==> src/rtl/block_sequencer.sv <==
// block_sequencer
//   Splits a host transfer of up to 65536 words into 256-word device blocks. For each block it
//   waits until the host FIFO can source/sink the words it needs, hands a read or write command
//   to the device, then counts the device data enables until the device reports ready again.
//
// Configuration macro:
//   BOUNDS_CHECK_EN  when defined, a request whose last block lies past MAX_BLOCKS is rejected
//                    with error=1 before any command is issued.
//
// Ports:
//   clk_i, rst_ni          clock (rising edge) and asynchronous active-low reset
//   start_i                request strobe, sampled only when idle
//   write_i                direction: 1 = host-to-disk, 0 = disk-to-host
//   start_block_i          first block number
//   word_count_i           transfer length in words, 0 means 65536
//   abort_i                stop after the block in progress
//   busy_o, done_o         transfer active / one-cycle completion pulse
//   error_o                valid with done_o, held until the next accepted start
//   wfifo_level_i          words held in the host write FIFO
//   rfifo_free_i           free slots in the host read FIFO
//   host_rd_en_o           pop of the host write FIFO (combinational)
//   host_wr_en_o           push to the host read FIFO (combinational)
//   pad_sel_o              registered; selects zero padding on the device write data
//   device_ready_i         device idle / ready for a command
//   read_cmd_o, write_cmd_o  device commands, held until device_ready_i drops
//   block_address_o        block addressed by the current command
//   write_data_enable_i    device consumes one write word
//   read_data_enable_i     device produces one read word
module block_sequencer #(
   parameter int unsigned MAX_BLOCKS = 120,
   parameter int unsigned BLOCK_SIZE = 256
) (
   input  logic        clk_i,
   input  logic        rst_ni,
   input  logic        start_i,
   input  logic        write_i,
   input  logic [31:0] start_block_i,
   input  logic [15:0] word_count_i,
   input  logic        abort_i,
   output logic        busy_o,
   output logic        done_o,
   output logic        error_o,
   input  logic [9:0]  wfifo_level_i,
   input  logic [9:0]  rfifo_free_i,
   output logic        host_rd_en_o,
   output logic        host_wr_en_o,
   output logic        pad_sel_o,
   input  logic        device_ready_i,
   output logic        read_cmd_o,
   output logic        write_cmd_o,
   output logic [31:0] block_address_o,
   input  logic        write_data_enable_i,
   input  logic        read_data_enable_i
);

   localparam logic [8:0] BlkWords = 9'(BLOCK_SIZE);

`ifdef BOUNDS_CHECK_EN
   localparam logic BoundsEn = 1'b1;
`else
   localparam logic BoundsEn = 1'b0;
`endif

   typedef enum logic [2:0] {
      StIdle,
      StCheck,
      StWaitFifo,
      StIssue,
      StWaitAccept,
      StWaitDone,
      StFinish
   } state_e;

   state_e      state_q, state_d;
   logic        write_q, write_d;
   logic [16:0] remaining_q, remaining_d;
   logic [31:0] block_address_q, block_address_d;
   logic [8:0]  blk_words_q, blk_words_d;
   logic        cmd_q, cmd_d;
   logic        error_q, error_d;
   logic        abort_seen_q, abort_seen_d;
   logic        pad_sel_q, pad_sel_d;

   logic        busy;
   logic [8:0]  need;
   logic        in_block;
   logic        fifo_ok;
   logic        data_en;
   logic        abort_pend;
   logic [8:0]  blocks_needed;
   logic [32:0] end_block;
   logic        out_of_bounds;

   assign busy       = (state_q != StIdle);
   assign need       = (remaining_q >= 17'(BlkWords)) ? BlkWords : remaining_q[8:0];
   assign in_block   = (blk_words_q < need);
   assign fifo_ok    = write_q ? (wfifo_level_i >= {1'b0, need})
                               : (rfifo_free_i >= {1'b0, need});
   assign data_en    = write_q ? write_data_enable_i : read_data_enable_i;
   assign abort_pend = abort_seen_q | abort_i;

   // ceil(remaining / 256); the sum is 33 bits wide so a start block near 2^32 cannot wrap
   assign blocks_needed = 9'((remaining_q + 17'd255) >> 8);
   assign end_block     = {1'b0, block_address_q} + 33'(blocks_needed);
   assign out_of_bounds = (end_block > 33'(MAX_BLOCKS));

   // Words past need are still counted so the device sees a full block: writes get zero
   // padding, reads are dropped.
   assign host_rd_en_o = write_data_enable_i & busy & write_q & in_block;
   assign host_wr_en_o = read_data_enable_i & busy & ~write_q & in_block;

   assign busy_o          = busy;
   assign done_o          = (state_q == StFinish);
   assign error_o         = error_q;
   assign pad_sel_o       = pad_sel_q;
   assign read_cmd_o      = cmd_q & ~write_q;
   assign write_cmd_o     = cmd_q & write_q;
   assign block_address_o = block_address_q;

   always_comb begin
      blk_words_d = blk_words_q;
      if (state_q == StIssue) begin
         blk_words_d = '0;
      end else if (busy && data_en && (blk_words_q != 9'h1FF)) begin
         blk_words_d = blk_words_q + 9'd1;
      end
      pad_sel_d = write_data_enable_i & busy & write_q & ~in_block;
   end

   always_comb begin
      state_d         = state_q;
      write_d         = write_q;
      remaining_d     = remaining_q;
      block_address_d = block_address_q;
      cmd_d           = cmd_q;
      error_d         = error_q;
      abort_seen_d    = abort_seen_q | (busy & abort_i);

      unique case (state_q)
         StIdle: begin
            if (start_i) begin
               write_d         = write_i;
               remaining_d     = (word_count_i == 16'd0) ? 17'h10000 : {1'b0, word_count_i};
               block_address_d = start_block_i;
               error_d         = 1'b0;
               abort_seen_d    = 1'b0;
               state_d         = StCheck;
            end
         end
         StCheck: begin
            if (BoundsEn && out_of_bounds) begin
               error_d = 1'b1;
               state_d = StFinish;
            end else begin
               state_d = StWaitFifo;
            end
         end
         StWaitFifo: begin
            if (abort_pend) begin
               error_d = 1'b1;
               state_d = StFinish;
            end else if (fifo_ok) begin
               state_d = StIssue;
            end
         end
         StIssue: begin
            // abort takes priority so no command leaves once it has been seen
            if (abort_pend) begin
               error_d = 1'b1;
               state_d = StFinish;
            end else if (device_ready_i) begin
               cmd_d   = 1'b1;
               state_d = StWaitAccept;
            end
         end
         StWaitAccept: begin
            if (!device_ready_i) begin
               cmd_d   = 1'b0;
               state_d = StWaitDone;
            end
         end
         StWaitDone: begin
            if (device_ready_i) begin
               remaining_d     = remaining_q - 17'(need);
               block_address_d = block_address_q + 32'd1;
               if ((remaining_d == 17'd0) || abort_pend) begin
                  error_d = abort_pend;
                  state_d = StFinish;
               end else begin
                  state_d = StWaitFifo;
               end
            end
         end
         StFinish: begin
            state_d = StIdle;
         end
         default: begin
            state_d = StIdle;
         end
      endcase
   end

   always_ff @(posedge clk_i or negedge rst_ni) begin
      if (!rst_ni) begin
         state_q         <= StIdle;
         write_q         <= 1'b0;
         remaining_q     <= '0;
         block_address_q <= '0;
         blk_words_q     <= '0;
         cmd_q           <= 1'b0;
         error_q         <= 1'b0;
         abort_seen_q    <= 1'b0;
         pad_sel_q       <= 1'b0;
      end else begin
         state_q         <= state_d;
         write_q         <= write_d;
         remaining_q     <= remaining_d;
         block_address_q <= block_address_d;
         blk_words_q     <= blk_words_d;
         cmd_q           <= cmd_d;
         error_q         <= error_d;
         abort_seen_q    <= abort_seen_d;
         pad_sel_q       <= pad_sel_d;
      end
   end

endmodule

==> config.mk <==
export PLATFORM = sky130hd
export DESIGN_NAME = block_sequencer
export DESIGN_NICKNAME = d
export VERILOG_FILES = /design/src/rtl/block_sequencer.sv
export SDC_FILE = /design/constraint.sdc
export NUM_CORES = 1
export LEC_CHECK = 0
export CAP_MARGIN = 20
export CORE_MARGIN = 3
export CORE_UTILIZATION = 40
export DETAILED_ROUTE_END_ITERATION = 8
export PLACE_DENSITY = 0.75
export SYNTH_ARGS = -nofsm -noshare
export SYNTH_HDL_FRONTEND = slang
export SYNTH_SLANG_ARGS = --single-unit
==> constraint.sdc <==
create_clock -name clk_i -period 2.9 [get_ports clk_i]
set_input_delay 0.58 -clock clk_i [delete_from_list [all_inputs] [get_ports clk_i]]
set_output_delay 0.58 -clock clk_i [all_outputs]
set_load 0.01 [all_outputs]
==> impl_metrics.yaml <==
sta:
  setup_violations: 2
  max_freq_ghz: 0.302
  rsz0062_at_grt: "true"
  worst_slew_margin_rel_pct: 40.3
  whs_ns: 0.438
  setup_ws_ns: -0.411
  slew_violations: 0
  setup-tns-final_ns: -0.802
  period_share_pct: 114
  max_slew.worst_pin.slew_ns: 0.896
  period_needed_ns: 3.31
  hold_viol: 0
  skew_ns: 0.0102
critical_path:
  startpoint: "remaining_q[14]"
  endpoint: "host_rd_en_o"
  r2r_cells: 12
  crit_fanout: 8
  cp.required_ns: 2.32
  critical_path.slowest_cell: "dfrtp_1"
  path_depth: 13
  crit_top_cell: "buf_4"
  crit_path_end_kind: "output pin"
  critical_path_class: "reg2out"
  cp-start-kind: "flop"
  worst-path-buf-inv: 5
  critPathTopFamily: "buffers and inverters"
  critPathMaxStageDelay_ns: 0.41
  path_cells: "nor4_4 -> nand3_2 -> clkinv_4 -> nand2_4 -> ha_4 -> a21o_1 -> a21oi_2 -> buf_4 -> buf_4 -> a22oi_2 -> buf_4 -> nor3_4 -> buf_2"
  rr_endpoint: "state_q[0]"
  arrival_ns: 2.73
  regToRegStartpoint: "remaining_q[14]"
  r2r_slack_ns: 0.02
synth:
  synth.cell_area_um2: 4900
  synth_enable_flop_cells: 0
  synth.distinct_cells: 74
  yosysTopAreaCell: "dfrtp_1"
  syn_inst: 589
  ys_seq_area_share_pct: 33.7
  syn_avg_cell_area_um2: 8.33
  synthFlopType: "dfrtp_1"
  ys_warn_count: 0
  syn_nets: 695
  ys_seq_elements: 66
  async_flop_share_pct: 100
  synth_top_area_share_pct: 33.7
  netlist_top_cells_area: "dfrtp_1, ha_1, a21oi_1"
final_layout:
  num-nets-final: 839
  fillers: 1040
  finalNonFillerCells: 881
  areaGrowthSynthToFinish_pct: 41.6
  final_common_cell: "clkdlybuf4s50_1"
  seq_area_um2: 1650
  layout_common_cells: "clkdlybuf4s50_1, dfrtp_1, a21oi_1"
  multiInputGateArea_um2: 3170
  drive_above_1_share_pct: 16.3
  diodes: 0
global_routing:
  antenna_found_initial: 0
  overflow: 0
  grt_pass1_wl_um: 24800
  grt_util_all_layers_pct: 22.9
  grt_pass1_vias: 5080
  grt_max_degree: 67
die:
  die_area_um2: 13600
  die_h_um: 117
  die_width_um: 117
  coreArea_um2: 11700
  pin_count: 116
  row_count: 39
  start_util_pct: 41.9
place:
  place_hpwl_um: 11500
  placedCellCount: 858
  gp_congestion: 0.920
  io_buffer_count: 115
  preCtsSetupSlack_ns: -0.538
outcome:
  failed_checks: "negative setup slack"
  status: "finished with violations"
route:
  vias: 5295
  drt_pass1_iterations: 5
  drc: 0
  drtIter0Drc: 490
  wl_per_cell_um: 18.0
  drt-total-wl_um: 15800
  antenna_left: 0
  viasPerCell: 6.01
power_and_ir_drop:
  p_leak_nw: 2.79
  p_per_area_nw_per_um2: 931
  peakVddDrop_mv: 0.662
  power_mw: 6.47
clock_tree:
  cts.path.max_buffers: 2
  cts_made_buffers: 9
  cts_tree: "done"
  htree_levels: 3
  cts_sinks: 66
  hold_buffers: 0
  path_clk_slew_ns: 0.06
  insertion_delay_ns: 0.35
  root_buffer: "clkbuf_16"
min_path:
  hp-class: "in2async"
job:
  cap_violations: 0
## sequential cells by signal, indices dropped and copies added (netlist names)
signal and flops:
block_address_o 32, remaining_q 17, blk_words_q 9, state_q 3, abort_seen_q 1, cmd_q 1
error_o 1, pad_sel_o 1, write_q 1
## per-layer routing
layer,routed length (um),vias up,global-route usage [%],share of wire (%)
li1,-,2503,-,-
met1,6870,2548,30.5,43
met2,7670,228,36.9,48
met3,1140,16,6.68,7.2
met4,154,0,5.50,0.97
met5,0,-,0,0
## metrics by stage
step | area (um2) | utilization (%)
6_report | 6940 | 59.3
5_1_grt | 6940 | 59.3
4_1_cts | 6850 | 58.5
3_5_place_dp | 6470 | 55.3
3_3_place_gp | 6470 | 55.3
2_1_floorplan | 4980 | -
## worst reg2reg max path, cell delays in order, from the launching register on
cell	delay [ns]
dfrtp_1	0.41
nor4_4	0.35
nand3_2	0.16
clkinv_4	0.13
buf_4	0.12
and2_4	0.14
ha_1	0.22
nand2b_4	0.14
a2111o_1	0.38
a311oi_2	0.28
o31ai_1	0.09
a21oi_1	0.24
o32ai_2	0.11
## synthesized netlist by cell type (all sizes together), types with 3 or more instances
cell and count:
dfrtp 66, a21oi 64, nand2 55, o21ai 55, nor2 51, ha 30, nand3 25, buf 19
nor4 17, clkbuf 15, inv 15, nand4 12, nor3 12, and3 10, nand2b 10, o22ai 9
a31oi 8, and2 8, or3 7, a211oi 6, a22oi 6, a32oi 5, nor2b 5, o21a 5
o22a 5, xnor2 5, a22o 4, and4 4, mux2i 4, o2bb2ai 4, xor2 4, a21o 3
a311oi 3, o2111ai 3, o211ai 3, o31ai 3
## power breakdown
group,switching (mW),internal (mW)
Sequential,0.584,1.34
Combinational,1.72,1.62
Clock,0.449,0.760
## cell families (layout without fill, tap and decap cells)
group	after synthesis	after routing	synth area share, %
AOI/OAI and AO/OA	204	204	26.3
adders and majority gates	30	30	7.66
and+or+nand+nor	225	225	24.6
buffers and inverters	49	198	5.00
DFF	66	66	33.7
xor gates and xnor gates	9	9	1.61
other	1	1	0.0765
muxes	5	5	1.05
## worst min-delay path by stage
stage,slack [ns],to,depth (start not counted),startpoint
final,0.44,remaining_q[8],2,rst_ni
after global routing,0.51,remaining_q[1],2,rst_ni
after CTS,0.48,block_address_o[23],2,rst_ni
after detailed placement,0.51,block_address_o[31],1,block_address_o[31]
after global placement,0.50,block_address_o[25],1,block_address_o[25]
after floorplan,0.28,abort_seen_q,0,rst_ni
## area by class of cell
| type | instances | area share, % |
|---|---|---|
| Multi-Input combinational cell | 474 | 45.7 |
| Sequential cell | 66 | 23.8 |
| Timing Repair Buffer | 167 | 22.3 |
| Clock buffer | 9 | 3.24 |
| Tap cell | 143 | 2.58 |
| Clock inverter | 7 | 1.48 |
| Inverter | 15 | 0.883 |
## what timing repair did
| action | CTS | global route |
|---|---|---|
| gates cloned | 0 | 0 |
| buffers inserted | 4 | 3 |
| resized for setup | 16 | 11 |
| setup endpoints to repair | 2 | 4 |
| pin swaps | 9 | 8 |
No activity file was read; power rests on OpenSTA's default activity.
